<file path="config.mk">
export PLATFORM = sky130hd
export DESIGN_NAME = hls_deadlock_scheduler
export DESIGN_NICKNAME = d
export VERILOG_FILES = /design/src/rtl/hls_deadlock_pkg.sv /design/src/rtl/hls_deadlock_scheduler_rr_find_first.sv /design/src/rtl/hls_deadlock_scheduler.sv
export SDC_FILE = /design/constraint.sdc
export NUM_CORES = 1
export LEC_CHECK = 0
export BUFFER_PORTS_ARGS = -buffer_cell sky130_fd_sc_hd__buf_2
export CAP_MARGIN = 20
export CORE_MARGIN = 2
export CORE_UTILIZATION = 55
export DETAILED_ROUTE_END_ITERATION = 10
export PLACE_DENSITY = 0.74
export SETUP_SLACK_MARGIN = 0.05
export SLEW_MARGIN = 0
export SYNTH_ARGS = -nofsm -noshare
export SYNTH_HDL_FRONTEND = slang
export SYNTH_SLANG_ARGS = --single-unit
</file>
<file path="constraint.sdc">
create_clock -name clock -period 2.9 [get_ports clock]
set_clock_uncertainty 0.2 [all_clocks]
set_input_delay 0.29 -clock clock [delete_from_list [all_inputs] [get_ports clock]]
set_output_delay 0.29 -clock clock [all_outputs]
set_load 0.02 [all_outputs]
</file>
<file path="src/rtl/hls_deadlock_pkg.sv">
// Shared types and helpers for the HLS deadlock supervisor.
package hls_deadlock_pkg;

  typedef enum logic [1:0] {
    IDLE    = 2'd0,
    WATCH   = 2'd1,
    REPORT  = 2'd2,
    LATCHED = 2'd3
  } state_e;

  localparam int DEFAULT_THRESH = 1024;

  function automatic int calc_idx_w(input int n);
    return (n <= 2) ? 1 : $clog2(n);
  endfunction

endpackage

</file>
<file path="src/rtl/hls_deadlock_scheduler_rr_find_first.sv">
// Rotate-priority finder: first set bit of vec at or above start, wrapping to bit 0.
module rr_find_first #(
  parameter int N     = 8,
  parameter int IDX_W = 3
) (
  input  logic [N-1:0]     vec,
  input  logic [IDX_W-1:0] start,
  output logic [IDX_W-1:0] idx,
  output logic             found
);

  logic [N-1:0] rot;

  // Rotate so the search always scans upward from bit 0.
  assign rot = N'({vec, vec} >> start);

  always_comb begin
    idx   = '0;
    found = 1'b0;
    for (int i = 0; i < N; i++) begin
      if (!found && rot[i]) begin
        found = 1'b1;
        idx   = IDX_W'((int'(start) + i) % N);
      end
    end
  end

endmodule

</file>
<file path="src/rtl/hls_deadlock_scheduler.sv">
// Deadlock supervisor: persistence window, round-robin reporter, sticky flag.
// Optional macro HLS_DEADLOCK_TIMESTAMP_EN adds a cycle counter and rpt_time.
module hls_deadlock_scheduler
  import hls_deadlock_pkg::*;
#(
  parameter int N_MON  = 8,
  parameter int CNT_W  = 16,
  parameter int THRESH = DEFAULT_THRESH,
  localparam int IDX_W = calc_idx_w(N_MON)
) (
  input  logic             clock,
  input  logic             reset,
  input  logic             enable,
  input  logic [N_MON-1:0] block_sigs,
  input  logic             clear,
  output logic             rpt_valid,
  input  logic             rpt_ready,
  output logic [IDX_W-1:0] rpt_idx,
  output logic [N_MON-1:0] rpt_mask,
`ifdef HLS_DEADLOCK_TIMESTAMP_EN
  output logic [CNT_W-1:0] rpt_time,
`endif
  output logic             deadlock,
  output logic             busy
);

  localparam logic [CNT_W-1:0] THR = CNT_W'(THRESH);

  state_e             state_q, state_d;
  logic [CNT_W-1:0]   cnt_q, cnt_d;
  logic [IDX_W-1:0]   rr_ptr_q, rr_ptr_d;
  logic [IDX_W-1:0]   idx_q, idx_d;
  logic [N_MON-1:0]   mask_q, mask_d;
  logic [IDX_W-1:0]   ff_idx;
  logic               ff_found;
  logic               any_blk;
  logic [IDX_W-1:0]   next_ptr;

  assign any_blk  = |block_sigs;
  assign next_ptr = (idx_q == IDX_W'(N_MON - 1)) ? '0 : idx_q + 1'b1;

  rr_find_first #(
    .N     (N_MON),
    .IDX_W (IDX_W)
  ) u_find (
    .vec   (block_sigs),
    .start (rr_ptr_q),
    .idx   (ff_idx),
    .found (ff_found)
  );

  always_comb begin
    state_d  = state_q;
    cnt_d    = cnt_q;
    rr_ptr_d = rr_ptr_q;
    idx_d    = idx_q;
    mask_d   = mask_q;
    unique case (state_q)
      IDLE: begin
        if (enable && any_blk) begin
          state_d = WATCH;
          cnt_d   = CNT_W'(1);
        end else begin
          cnt_d = '0;
        end
      end
      WATCH: begin
        // Any gap in blocking restarts the persistence window.
        if (!enable || !any_blk) begin
          state_d = IDLE;
          cnt_d   = '0;
        end else if (cnt_q == THR && ff_found) begin
          state_d = REPORT;
          idx_d   = ff_idx;
          mask_d  = block_sigs;
        end else begin
          cnt_d = cnt_q + 1'b1;
        end
      end
      REPORT: begin
        if (rpt_ready) begin
          state_d  = LATCHED;
          rr_ptr_d = next_ptr;
        end
      end
      LATCHED: begin
        if (clear) begin
          state_d = IDLE;
          cnt_d   = '0;
        end
      end
      default: state_d = IDLE;
    endcase
  end

  always_ff @(posedge clock or negedge reset) begin
    if (!reset) begin
      state_q  <= IDLE;
      cnt_q    <= '0;
      rr_ptr_q <= '0;
      idx_q    <= '0;
      mask_q   <= '0;
    end else begin
      state_q  <= state_d;
      cnt_q    <= cnt_d;
      rr_ptr_q <= rr_ptr_d;
      idx_q    <= idx_d;
      mask_q   <= mask_d;
    end
  end

`ifdef HLS_DEADLOCK_TIMESTAMP_EN
  logic [CNT_W-1:0] ts_q;
  logic [CNT_W-1:0] time_q;

  always_ff @(posedge clock or negedge reset) begin
    if (!reset) begin
      ts_q   <= '0;
      time_q <= '0;
    end else begin
      ts_q <= ts_q + 1'b1;
      if (state_q == WATCH && state_d == REPORT) time_q <= ts_q;
    end
  end

  assign rpt_time = time_q;
`endif

  assign rpt_valid = (state_q == REPORT);
  assign deadlock  = (state_q == LATCHED);
  assign busy      = (state_q != IDLE);
  assign rpt_idx   = idx_q;
  assign rpt_mask  = mask_q;

endmodule
</file>
# Word level (Yosys, flattened, before mapping)
# Index checks and enable logic that the tools add are counted.
# totals
register_bits,32
in_bits,13
elab_cells,81
# op_classes
add_sub_neg,9
eq_ne,10
shift,1
n_mux,28
n_bitwise,1
n_reduce_logical,27
# op_table
op,count
$mux 16,3
$pmux 16 s3,1
$mux 3,9
$add 16x1->16 const B,1
$eq 16x11->1 const B,1
$shr 16x3->8,1
$add 3x3->3 const B,4
$mux 2,5
$logic_and 1x1->1,9
$logic_not 1->1,9
$mux 1,9
$pmux 2 s4,1
$reduce_or 8->1,1
$add 3x1->3 const B,2
$add 3x2->3 const B,2
$ne 3x3->1 const B,2
$reduce_and 3->1,2
$eq 2x2->1 const B,2
$ne 2x2->1 const B,2
$reduce_and 4->1,1
$eq 3x3->1 const B,1
$reduce_bool 3->1,1
$eq 2x1->1 const B,1
$logic_not 2->1,1
5 further kinds,5

# Depth between registers and ports, before layout
# Gate-level depths: netlist (run 1).
# depth
depth_word,27
depth_mapped,10
depth_no_buf,9

# Cells and area by module
# From an unflattened synthesis (run 1), not the netlist that was laid out.
# hier_totals
cells_unflattened,285
hier_area_um2,2757.6
# by_module_without_submodules
module,instances,cells_per_inst,area_per_inst_um2,seq_area_each_um2
hls_deadlock_scheduler,1,180,1856.8,800.8
rr_find_first,1,105,900.9,0.0

# Least setup slack after synthesis (run 1)
# No wires, ideal clock.
# synth_timing
path_kind,reg2reg
from,reg rr_ptr_q[1]
to,"reg mask_q[4], in the netlist rpt_mask[4]"
t_arrival_ps,2368
t_required_ps,2575
slack_ps,207
stages_incl_launch_ff,9
period_less_slack_ps,2693
path_cell_list,dfrtp_1 buf_6 mux4_2 mux2_2 nor4b_4 nand3_2 nand4_4 buf_12 mux2_4
# synth_between
elab_chain_len,25
# synth_lines
element,line,rtl
"start, declared",hls_deadlock_scheduler.sv:31,"logic [IDX_W-1:0] rr_ptr_q, rr_ptr_d;"
"start signal, assigned",hls_deadlock_scheduler.sv:106,rr_ptr_q <= rr_ptr_d;
$shr 16x3->8 (*),hls_deadlock_scheduler_rr_find_first.sv:15,"assign rot = N'({vec, vec} >> start);"
$mux 1,hls_deadlock_scheduler_rr_find_first.sv:21,if (!found && rot[i]) begin
$logic_not 1->1,hls_deadlock_scheduler_rr_find_first.sv:21,
$logic_and 1x1->1,hls_deadlock_scheduler_rr_find_first.sv:21,
$mux 1,hls_deadlock_scheduler_rr_find_first.sv:21,
$logic_not 1->1,hls_deadlock_scheduler_rr_find_first.sv:21,
$logic_and 1x1->1,hls_deadlock_scheduler_rr_find_first.sv:21,
$mux 1,hls_deadlock_scheduler_rr_find_first.sv:21,
[... 9 more ...],--,
$logic_not 1->1,hls_deadlock_scheduler_rr_find_first.sv:21,
$logic_and 1x1->1,hls_deadlock_scheduler_rr_find_first.sv:21,
$mux 1,hls_deadlock_scheduler_rr_find_first.sv:21,
$logic_not 1->1,hls_deadlock_scheduler_rr_find_first.sv:21,
$logic_and 1x1->1,hls_deadlock_scheduler_rr_find_first.sv:21,
$mux 1 (*),hls_deadlock_scheduler_rr_find_first.sv:21,
$logic_and 1x1->1 (*),hls_deadlock_scheduler.sv:72,end else if (cnt_q == THR && ff_found) begin
$reduce_and 3->1 (no source line) (*),--,
"end signal, assigned",hls_deadlock_scheduler.sv:108,mask_q <= mask_d;
"end, declared",hls_deadlock_scheduler.sv:33,"logic [N_MON-1:0] mask_q, mask_d;"
# Mark *: on every way between the ends. The rest lies on a longest branch, timed or not.
# A chain may end at the register's enable or synchronous reset.

# Final worst setup path (run 1)
# layout_timing
from,reg rr_ptr_q[1]
to,"reg idx_q[2], in the netlist rpt_idx[2]"
# layout_between
elab_chain_len,25
word_cells_on_any_way,40
cone_classes,add/sub (7); shift (1); mux (16); reduce/logical (16)
# layout_lines
element,line,rtl
$shr 16x3->8,hls_deadlock_scheduler_rr_find_first.sv:15,
$mux 1,hls_deadlock_scheduler_rr_find_first.sv:21,
$logic_not 1->1,hls_deadlock_scheduler_rr_find_first.sv:21,
$logic_and 1x1->1,hls_deadlock_scheduler_rr_find_first.sv:21,
$mux 1,hls_deadlock_scheduler_rr_find_first.sv:21,
$logic_not 1->1,hls_deadlock_scheduler_rr_find_first.sv:21,
$logic_and 1x1->1,hls_deadlock_scheduler_rr_find_first.sv:21,
$mux 1,hls_deadlock_scheduler_rr_find_first.sv:21,
[... 9 more ...],--,
$logic_not 1->1,hls_deadlock_scheduler_rr_find_first.sv:21,
$logic_and 1x1->1,hls_deadlock_scheduler_rr_find_first.sv:21,
$mux 1,hls_deadlock_scheduler_rr_find_first.sv:21,
$logic_not 1->1,hls_deadlock_scheduler_rr_find_first.sv:21,
$logic_and 1x1->1,hls_deadlock_scheduler_rr_find_first.sv:21,
$mux 1,hls_deadlock_scheduler_rr_find_first.sv:21,
$logic_and 1x1->1,hls_deadlock_scheduler.sv:72,
$reduce_and 3->1 (no source line),--,
"end signal, assigned",hls_deadlock_scheduler.sv:107,idx_q <= idx_d;
"end, declared",hls_deadlock_scheduler.sv:32,"logic [IDX_W-1:0] idx_q, idx_d;"
# Parallel ways exist; a longest one is shown, timed or not.

==> impl_summary.txt, run 1 <==
----------------------------------------------------
[Layout]
  Antenna cells ... 0
  Final design area excluding fillers ... roughly 0.0028 mm^2
  Final Non-Filler Cells ... 337
  Leading cell types in the layout, fill and taps excluded ... nor2_1, dfrtp_1, buf_2
  Nets@finish ... 308
  Share of layout cells above drive strength 1 ... 31.2%
  Commonest non-fill, non-tap cell in the layout ... nor2_1
  Area growth syn-to-layout ... 14.2%
  Final Util ... 64.9%

[Power and ir drop]
  Clk pwr share ... 30.1%
  Post-layout power ... between 1 and 1.5 mW
  Static Leak ... about 1.3 nW
  Proportion of power drawn by combinational gates ... about 28%
  Power density over the cells ... 420 mW/mm^2
  Worst ir drop on vdd ... 0.308 mV
  Switching Power ... between 300 and 400 uW
  Cell-internal power ... around 790 uW
  Switching share of power ... 33.2%
  Sequential Power Share ... 41.5%

[Clocking]
  Number of clock sinks ... 32
  Cell at the root of the clock tree ... clkbuf_8
  CTS H-Tree Depth ... 2
  Max Root-Sink Buffers ... 2
  Total clock buffers created by CTS ... 5
  TritonCTS clock tree ... built
  Clock latency at the later pin of the worst-skew pair ... 0.29 ns
  Clock edge transition at the registers on the reported setup and hold paths ... 0.07 ns

[Global route]
  Overall global routing resource usage ... between 20% and 30%
  Number of global-route vias before repair ... 1849
  GRT Residual Overflow ... 0
  Maximum number of pins on one net before global-route repair ... 33
  Initial antenna violation count ... 0
  Wire length of the first global-routing pass ... 8.67 mm

[Timing]
  Period utilisation layout ... 94.1%
  Setup repair after global routing missed its margin ... no
  Accumulated negative setup slack ... 0 ns
  Worst path setup slack after routing ... 0.170 ns
  Max Clock Freq ... 0.366 GHz
  Minimum clock period ... 2.73 ns
  Final worst hold slack ... 0.107 ns
  Hold Fails Final Rpt ... 0
  Remaining max-slew budget at the tightest pin ... 52.0%
  Worst-margin pin slew ... around 0.7 ns
  # setup viols final ... 0
  Pins Over Slew Limit ... 0

[Synthesis]
  Fraction of synthesized area in multiplexers ... 21.7%
  Nets in the synthesized netlist ... 270
  Leading register cell type out of synthesis ... dfrtp_1
  Synth Area in Adders ... about 5.6%
  Part of the Yosys area used for sequential elements ... between 30% and 40%
  Number of flops mapped to enable cells by yosys ... 0
  Share of the synthesized netlist area taken by xor and xnor gates ... 4.60%
  Register bit count reported by yosys ... 32
  Number of standard cells after synthesis ... approximately 250
  Post-synthesis cell area ... 0.00247 mm^2
  Async SR Flop Fraction ... 100%
  Number of distinct library cell variants in the gate-level netlist after synthesis ... 52
  Simple-gate share of the synthesized area ... between 10% and 20%
  Avg Cell Area, Syn ... 10.1 um^2
  Dominant combinational cell family by area after synthesis ... multiplexers
  Synthesized-area fraction occupied by ao, oa, aoi and oai cells ... between 10 and 15%
  Number of warnings printed during yosys synthesis ... 0

[Die]
  X dimension of the die ... 71.1 um
  Initial core utilization ... 56.8%
  Die Outline Area ... 0.00505 mm^2
  Height of the die ... ~70 um
  Placement row count ... 24
  Area inside the core boundary ... 0.00435 mm^2
  Number of top-level design ports ... 27

[Job]
  Number of maximum-capacitance constraint violations ... 0

[Drt]
  Number of iterations in the first detailed-routing pass ... 4
  Mean routed wirelength per cell ... roughly 15 um
  Number of routed nets with antenna violations ... 0
  Total routed wirelength ... 5.08 mm
  Initial DRC count ... 100
  DR DRC count ... 0
  Vias per Instance ... 5.82
  Vias ... slightly below 2000

[Placed design]
  Post-Place Setup Slack ... -0.0253 ns
  Post-placement cell area ... 0.00270 mm^2
  Detailed placement HPWL ... approximately 3.8 mm
  Total placed cells including tap cells ... around 330
  IO Port Bufs ... 26
  Routability cong. ... 0.847

[Critical path]
  CP required ... 2.87 ns
  Category of the most critical setup path ... register to register
  Worst Path Max Fanout ... 7
  Type of destination of the critical path ... register
  Sort of element at the start of the critical path ... register
  CP arrival ... approximately 2.7 ns

[Status]
  Outcome ... completed

[Min path]
  Path type of the worst min-delay path ... input port to register

----------------------------------------------------
[worst paths after layout]
| check | startpoint | end | slack [ns] | cells past startpoint |
|---|---|---|---|---|
| worst max-delay path | rr_ptr_q[1] | rpt_idx[2] | 0.17 | 9 |
| worst min-delay path | block_sigs[7] | rpt_mask[7] | 0.11 | 2 |
| worst max register to register | rr_ptr_q[1] | rpt_idx[2] | 0.17 | 9 |
| worst min register to register | rpt_idx[0] | rr_ptr_q[0] | 0.30 | 1 |
| max in group asynchronous | reset | rr_ptr_q[2] | 1.60 | 2 |
| min in group asynchronous | reset | rpt_mask[7] | 0.39 | 2 |
[routing by layer]
layer	GRT usage (%)	vias up	wire, um
li1	-	959	-
met1	29.1	964	2280
met2	35.1	32	2560
met3	4.70	6	162
met4	7.34	0	71
met5	0	-	0
[power by group through the flow]
stage                     registers [mW]  logic (mW)  clock network [mW]
after detailed placement           0.501       0.334                   0
after global routing               0.498       0.376               0.388
after CTS                          0.493       0.336               0.372
after global placement             0.499       0.331                   0
final                              0.493       0.337               0.357
after floorplan                    0.495       0.238                   0
[cell usage after synthesis (5+ instances only)]
master    n  area [um^2]
inv_1    16         60.1
nor2b_1   5         31.3
nand3_1  10         50.1
mux2i_1  12          120
nor3_1    5         25.0
a31oi_1   5         31.3
nor2_1   31          116
xnor2_1  10         87.6
nand2_1  17         63.8
ha_1     11          138
dfrtp_1  32          801
mux2_2   13          146
mux4_2    7          158
[flip-flops by register name (all words and copies together) (netlist names), named ones only]
register	count
rpt_mask	8
cnt_q	16
state_q	1
rpt_idx	3
rr_ptr_q	3
[final cells by class]
type,count,area (um^2)
tap,52,65.1
fill,339,1530
clock buffer,6,82.6
sequential,32,803
timing repair buffer,42,269
clock inverter,2,10.0
inverter,17,63.8
multi-input combinational,186,1530
[cell families after synthesis]
logic type | count (synthesis)
AND/OR/NAND/NOR | 91
multiplexers | 39
AO/OA/AOI/OAI | 32
flip-flops | 32
buffers and inverters | 28
XOR/XNOR | 13
adder cells (fa/ha/maj) | 11
[repair_timing]
action | CTS | global route
gates resized for setup | 1 | 5
pin swaps | 0 | 2
hold buffers | 1 | 0
hold endpoints to repair | 32 | 0
buffers inserted | 0 | 2
setup endpoints to repair | 15 | 18
[worst max-delay path, stage by stage (launching register included)]
cell and delay [ns]:
dfrtp_2 0.47, buf_12 0.15, mux4_2 0.53, mux2i_2 0.21, buf_4 0.18, nor2_1 0.05, a222oi_1 0.22, a21oi_1 0.12
a2111oi_2 0.38, o31ai_2 0.10
Power figures use the tool's default switching activity.
==> run 2: changes to the inputs <==
- CORE_UTILIZATION: 55 -> 53
- CTS_CLUSTER_SIZE: default -> 30
- PLACE_DENSITY: 0.74 -> 0.75
- clock period: 2.9 -> 2.29 ns (I/O delays scaled with it)
==> run 2 against run 1 <==
The run now ends with negative setup slack left. Die area increased by 3.6%. First-iteration DRC count increased by 29%. Clock power increased by 11%. Maximum frequency decreased by 2.1%. Hold slack improved by 0.049 ns. Design area increased by 19%. Non-clock buffer count increased by 51. Register-to-register slack got worse by 0.67 ns. Total power increased by 37%. Worst setup slack got worse by 0.67 ns. Sequential power increased by 28%. Largest cell class unchanged.
==> impl_summary.txt, run 2 (synthesis gave the netlist of run 1 again) <==
----------------------------------------------------
[Clocking]
  Clock edge transition at the registers on the reported setup and hold paths ... 0.06 ns (about the same)
  Cell at the root of the clock tree ... clkbuf_8
  Total clock buffers created by CTS ... 5 (unchanged)
  CTS H-Tree Depth ... 2 (unchanged)
  TritonCTS clock tree ... built
  Number of clock sinks ... 32 (unchanged)
  Max Root-Sink Buffers ... 2 (unchanged)
  Clock latency at the later pin of the worst-skew pair ... 0.28 ns (about the same)

[Critical path]
  Startpoint of the worst setup timing path ... rr_ptr_q[1]
  Sort of element at the start of the critical path ... register
  Crit path buf inv count ... 1 (-1)
  Worst reg2reg path startpoint ... rr_ptr_q[1]
  Cell repeated most along the worst path ... a31oi_1
  Category of the most critical setup path ... register to register
  CP top delay family ... multiplexers
  Worst Path Max Fanout ... 8 (+1)
  Cell Chain, Critical Path ... buf_6 > mux4_2 > mux2_4 > nor4b_4 > nand3_4 > o21a_1 > a31oi_1 > a31oi_1
  CP required ... 2.23 ns (-0.64 ns)
  CP arrival ... 2.73 ns (+0.03 ns)
  Worst reg2reg setup slack ... -0.50 ns (-0.67 ns)
  Delay of the slowest cell on the worst path ... 0.55 ns (+0.02 ns)
  Type of destination of the critical path ... register
  Cell with the biggest individual delay on the critical path ... mux4_2
  CP Depth ... 8 (-1)
  Worst-case reg-to-reg path depth ... 8 (-1)

[Die]
  Height of the die ... 72.3 um (+1.8%)
  X dimension of the die ... 72.3 um (+1.8%)
  Placement row count ... 24 (unchanged)
  Number of top-level design ports ... 27 (unchanged)
  Die Outline Area ... 0.00523 mm^2 (+3.6%)
  Area inside the core boundary ... 0.00441 mm^2 (+1.4%)
  Initial core utilization ... 56.1% (-0.77 points)

[Placed design]
  IO Port Bufs ... 26 (unchanged)
  Detailed placement HPWL ... 4.36 mm (+14%)
  Post-placement cell area ... 0.00301 mm^2 (+12%)
  Routability cong. ... 0.887 (+4.7%)
  Total placed cells including tap cells ... 365 (+12%)

[Timing]
  Hold Fails Final Rpt ... 0 (unchanged)
  # setup viols final ... 29 (+29)
  Accumulated negative setup slack ... -11.72 ns (-11.72 ns)
  Pins Over Slew Limit ... 0 (unchanged)
  Minimum clock period ... 2.79 ns (+0.0573 ns)
  Setup repair after global routing missed its margin ... yes
  Worst path setup slack after routing ... -0.497 ns (-0.667 ns)
  Final worst hold slack ... 0.156 ns (+0.0487 ns)
  Max Clock Freq ... 0.359 GHz (-2.1%)
  Worst-margin pin slew ... 0.705 ns (-0.0144 ns)
  Remaining max-slew budget at the tightest pin ... 53.0% (+0.96 points)
  Period utilisation layout ... 122% (+28 points)

[Global route]
  Maximum number of pins on one net before global-route repair ... 33 (unchanged)
  Number of global-route vias before repair ... 2139 (+16%)
  GRT Residual Overflow ... 0 (unchanged)
  Initial antenna violation count ... 0 (unchanged)
  Overall global routing resource usage ... 25.1% (+3.5 points)
  Wire length of the first global-routing pass ... 10.1 mm (+16%)

[Layout]
  Commonest non-fill, non-tap cell in the layout ... buf_4
  Antenna cells ... 0 (unchanged)
  Nets@finish ... 360 (+17%)
  Final design area excluding fillers ... 0.00336 mm^2 (+19%)
  Leading cell types in the layout, fill and taps excluded ... buf_4, dfrtp_1, nor2_1
  Register with the most flip-flops ... cnt_q
  Area growth syn-to-layout ... 35.8%
  Number of flip-flops under the largest register name ... 16 (unchanged)
  Share of layout cells above drive strength 1 ... 47.0% (+16 points)
  Final Non-Filler Cells ... 388 (+15%)
  Number of fill cells ... 268 (-21%)

[Drt]
  Initial DRC count ... 129 (+29%)
  Mean routed wirelength per cell ... 18.8 um (+25%)
  Total routed wirelength ... 7.28 mm (+43%)
  Vias per Instance ... 6.09 (+4.7%)
  Vias ... 2364 (+21%)
  Number of routed nets with antenna violations ... 0 (unchanged)
  DR DRC count ... 0 (unchanged)
  Number of iterations in the first detailed-routing pass ... 5 (+1)

[Power and ir drop]
  Sequential Power Share ... 38.7% (-2.8 points)
  Switching share of power ... 35.3% (+2.2 points)
  Clk pwr share ... 24.2% (-5.9 points)
  Proportion of power drawn by combinational gates ... 37.0% (+8.6 points)
  Static Leak ... 1.62 nW (+22%)
  Worst ir drop on vdd ... 0.624 mV (+100%)
  Power density over the cells ... 485 mW/mm^2 (+15%)
  Cell-internal power ... 1.05 mW (+33%)
  Switching Power ... 576 uW (+46%)

[Min path]
  Path type of the worst min-delay path ... input port to register

[Status]
  Outcome ... finished with violations
  Violated checks ... negative setup slack

[Job]
  Number of maximum-capacitance constraint violations ... 0 (unchanged)

----------------------------------------------------
run 2: cell types whose count changed in the layout (fill, tap and decap cells not counted), moves of 3 or more:
| cell | delta |
|---|---|
| mux2_4 | +6 |
| mux2_2 | -6 |
| buf_4 | +47 |
| nand2_1 | -3 |
| buf_6 | +5 |
| nand2_2 | +3 |
| nor3_1 | -3 |
run 2: through the flow:
step | worst slack [ns] | utilization (%) | power (mW)
floorplan | -0.357 | - | 0.934
global placement | -0.386 | 68.2 | 1.11
detailed placement | -0.473 | 68.2 | 1.13
CTS | -0.367 | 71.7 | 1.55
global route | -0.573 | 76.2 | 1.70
finish | -0.497 | 76.2 | 1.63
run 2: layout make-up:
cell class / instances / area [um^2] / area share, %
tap: 52 / 65.1 / 1.94
sequential: 32 / 801 / 23.8
clock buffer: 6 / 72.6 / 2.16
timing repair buffer: 93 / 658 / 19.6
clock inverter: 1 / 5.00 / 0.149
multi-input combinational: 187 / 1700 / 50.5
inverter: 17 / 63.8 / 1.90
run 2: what timing repair did:
| item | in CTS | in global routing |
|---|---|---|
| hold buffers | 1 | 0 |
| pin swaps | 4 | 6 |
| setup endpoints to repair | 29 | 29 |
| cloned | 1 | 0 |
| buffers inserted | 5 | 9 |
| hold endpoints to repair | 32 | 0 |
| resized for setup | 6 | 32 |
run 2: worst min-delay path by stage:
stage	from	to	slack (ns)	cells past startpoint
floorplan	reset	asynchronous set/reset pin	-0.27	0
global placement	reset	state_q[0]	0.11	1
detailed placement	reset	state_q[0]	0.11	1
CTS	block_sigs[7]	rpt_mask[7]	0.14	3
global route	block_sigs[5]	rpt_mask[5]	0.16	3
finish	block_sigs[1]	rpt_mask[1]	0.16	3
run 2: power by group through the flow:
| stage | combinational, mW | sequential, mW | clock [mW] |
|---|---|---|---|
| after floorplan | 0.307 | 0.627 | 0 |
| after global placement | 0.478 | 0.633 | 0 |
| after detailed placement | 0.500 | 0.634 | 0 |
| after CTS | 0.521 | 0.624 | 0.406 |
| after global routing | 0.641 | 0.633 | 0.428 |
| final | 0.603 | 0.631 | 0.395 |
run 2: worst min-delay path, stage by stage:
cell and delay (ns):
buf_2 0.13, buf_4 0.11, mux2_4 0.13
run 2: routing by layer:
metal | routed length, um | vias up | share of wire (%) | global-route usage (%)
met2 | 3740 | 102 | 51 | 43.7
li1 | - | 1067 | - | -
met3 | 395 | 28 | 5.4 | 4.03
met1 | 2940 | 1167 | 40 | 32.3
met5 | 0 | - | 0 | 0
met4 | 206 | 0 | 2.8 | 7.34
==> run 3: changes to the inputs <==
- CORE_ASPECT_RATIO: default -> 0.5
- GPL_TIMING_DRIVEN: default -> 0
==> run 3 against run 2 <==
The run still ends with negative setup slack left. Sequential power fell by 1%. Design area fell by 9.4%. Combinational power fell by 17%. Critical path depth did not move. Sequential cell count did not move. First-iteration DRC count fell by 48%. Sequential share of layout area rose by 2.5 points. Largest power group unchanged. Highest routed layer unchanged.
==> impl_summary.txt, run 3 (synthesis gave the netlist of run 1 again) <==
----------------------------------------------------
[Critical path]
  CP required ... 2.27 ns (+0.04 ns)
  Category of the most critical setup path ... register to register
  Sort of element at the start of the critical path ... register
  Type of destination of the critical path ... register
  Cell repeated most along the worst path ... mux2_4
  CP arrival ... 2.72 ns (about the same)
  Cell with the biggest individual delay on the critical path ... mux4_2
  CP top delay family ... multiplexers
  Delay of the slowest cell on the worst path ... 0.56 ns (about the same)
  Crit path buf inv count ... 2 (+1)
  Cell Chain, Critical Path ... buf_6 > mux4_2 > mux2_4 > nor4b_4 > nand3_4 > nand4_4 > buf_12 > mux2_4
  Worst Path Max Fanout ... 5 (-3)

[Timing]
  Setup repair after global routing missed its margin ... yes
  # setup viols final ... 29 (unchanged)
  Max Clock Freq ... 0.365 GHz (+1.7%)
  Worst path setup slack after routing ... -0.450 ns (+0.0470 ns)
  Pins Over Slew Limit ... 0 (unchanged)
  Worst-margin pin slew ... 0.725 ns (+0.0194 ns)
  Hold Fails Final Rpt ... 0 (unchanged)
  Period utilisation layout ... 120% (-2.1 points)
  Minimum clock period ... 2.74 ns (-0.0471 ns)
  Final worst hold slack ... 0.0355 ns (-0.120 ns)
  Remaining max-slew budget at the tightest pin ... 51.7% (-1.3 points)

[Die]
  Number of top-level design ports ... 27 (unchanged)
  X dimension of the die ... 101 um (+39%)
  Placement row count ... 17 (-29%)
  Area inside the core boundary ... 0.00445 mm^2 (+0.71%)
  Die Outline Area ... 0.00527 mm^2 (+0.63%)
  Initial core utilization ... 55.7% (-0.39 points)
  Height of the die ... 52.3 um (-28%)

[Drt]
  DR DRC count ... 0 (unchanged)
  Initial DRC count ... 67 (-48%)
  Vias per Instance ... 5.91 (-3.0%)
  Total routed wirelength ... 5.80 mm (-20%)
  Number of iterations in the first detailed-routing pass ... 4 (-1)
  Number of routed nets with antenna violations ... 0 (unchanged)
  Mean routed wirelength per cell ... 16.5 um (-12%)
  Vias ... 2080 (-12%)

[Layout]
  Number of flip-flops under the largest register name ... 16 (unchanged)
  Leading cell types in the layout, fill and taps excluded ... dfrtp_1, nor2_1, buf_2
  Share of layout cells above drive strength 1 ... 35.6% (-11 points)
  Commonest non-fill, non-tap cell in the layout ... dfrtp_1
  Final Non-Filler Cells ... 352 (-9.3%)
  Final Util ... 68.5% (-7.7 points)
  Area growth syn-to-layout ... 23.1%
  Nets@finish ... 318 (-12%)
  Antenna cells ... 0 (unchanged)
  Register with the most flip-flops ... cnt_q

[Clocking]
  Max Root-Sink Buffers ... 2 (unchanged)
  Number of clock sinks ... 32 (unchanged)
  Total clock buffers created by CTS ... 5 (unchanged)
  Cell at the root of the clock tree ... clkbuf_8
  TritonCTS clock tree ... built
  Clock latency at the later pin of the worst-skew pair ... 0.30 ns (+0.02 ns)
  CTS H-Tree Depth ... 2 (unchanged)
  Clock edge transition at the registers on the reported setup and hold paths ... 0.07 ns (about the same)

[Global route]
  GRT Residual Overflow ... 0 (unchanged)
  Overall global routing resource usage ... 23.6% (-1.5 points)
  Number of global-route vias before repair ... 1968 (-8.0%)
  Global-route met1 utilization ... 31.7% (-0.61 points)
  Met2 routing resource usage after global routing ... 38.9% (-4.8 points)
  Met3 global-route usage ... 4.27% (+0.24 points)
  Wire length of the first global-routing pass ... 9.54 mm (-5.4%)
  Routing layer with the top usage in global route ... met2
  Maximum number of pins on one net before global-route repair ... 33 (unchanged)
  Initial antenna violation count ... 0 (unchanged)

[Min path]
  Path type of the worst min-delay path ... input port to register

[Placed design]
  Detailed placement HPWL ... 3.90 mm (-11%)
  Total placed cells including tap cells ... 329 (-9.9%)
  Routability cong. ... 0.863 (-2.7%)
  IO Port Bufs ... 26 (unchanged)

[Power and ir drop]
  Power density over the cells ... 547 mW/mm^2 (+13%)
  Static Leak ... 1.41 nW (-13%)
  Post-layout power ... 1.67 mW (+2.3%)
  Worst ir drop on vdd ... 0.324 mV (-48%)

[Status]
  Outcome ... finished with violations
  Violated checks ... negative setup slack

[Job]
  Number of maximum-capacitance constraint violations ... 0 (unchanged)

----------------------------------------------------
==> run 3: metal layers <==
layer  up-vias  wire length (um)
li1        981                 -
met1      1041              2680
met2        51              2810
met3         7               241
met4         0                74
met5         -                 0
==> run 3: cell type report <==
type | instances | area, um^2
flip-flops and latches | 32 | 801
clock inverters | 2 | 35.0
multi-input cells | 186 | 1650
well taps | 57 | 71.3
clock buffers | 6 | 72.6
repair buffers | 41 | 255
inverters | 17 | 63.8
plain buffers | 11 | 97.6
fillers | 329 | 1400
==> run 3: worst reg2reg max path: stages, from the launching register on <==
cell	delay, ns
dfrtp_1	0.39
buf_6	0.15
mux4_2	0.56
mux2_4	0.32
nor4b_4	0.28
nand3_4	0.16
nand4_4	0.13
buf_12	0.13
mux2_4	0.31
==> run 3: per-stage QoR <==
stage                     area (um^2)  setup TNS [ns]  setup WS (ns)
final                            3050          -11.72         -0.450
after global routing             3050          -14.28         -0.542
after CTS                        2980          -13.09         -0.500
after detailed placement         2710          -13.89         -0.594
after global placement           2710          -12.94         -0.553
after floorplan                  2510           -6.89         -0.357
==> run 3: worst paths after layout <==
| path | slack (ns) | to | cells past startpoint | startpoint |
|---|---|---|---|---|
| min | 0.04 | rpt_mask[5] | 2 | block_sigs[5] |
| max | -0.45 | rpt_mask[4] | 8 | rr_ptr_q[1] |
| min reg2reg | 0.31 | rr_ptr_q[0] | 1 | rpt_idx[0] |
| min in group asynchronous | 0.32 | cnt_q[10] | 2 | reset |
| max in group asynchronous | 1.10 | cnt_q[9] | 2 | reset |
| max reg2reg | -0.45 | rpt_mask[4] | 8 | rr_ptr_q[1] |
==> run 3: power breakdown <==
| group | leakage, nW | internal, mW | switching (mW) |
|---|---|---|---|
| Sequential | 0.443 | 0.591 | 0.0340 |
| Combinational | 0.908 | 0.212 | 0.288 |
| Clock | 0.0552 | 0.323 | 0.219 |
| Total | 1.41 | 1.13 | 0.541 |
==> run 3: repair_timing <==
item	in CTS	in global routing
endpoints found under the hold margin	32	0
buffers inserted	10	3
gates cloned	1	0
setup endpoints to repair	29	29
resized for setup	11	11
hold buffers	1	0
pin swaps	3	6
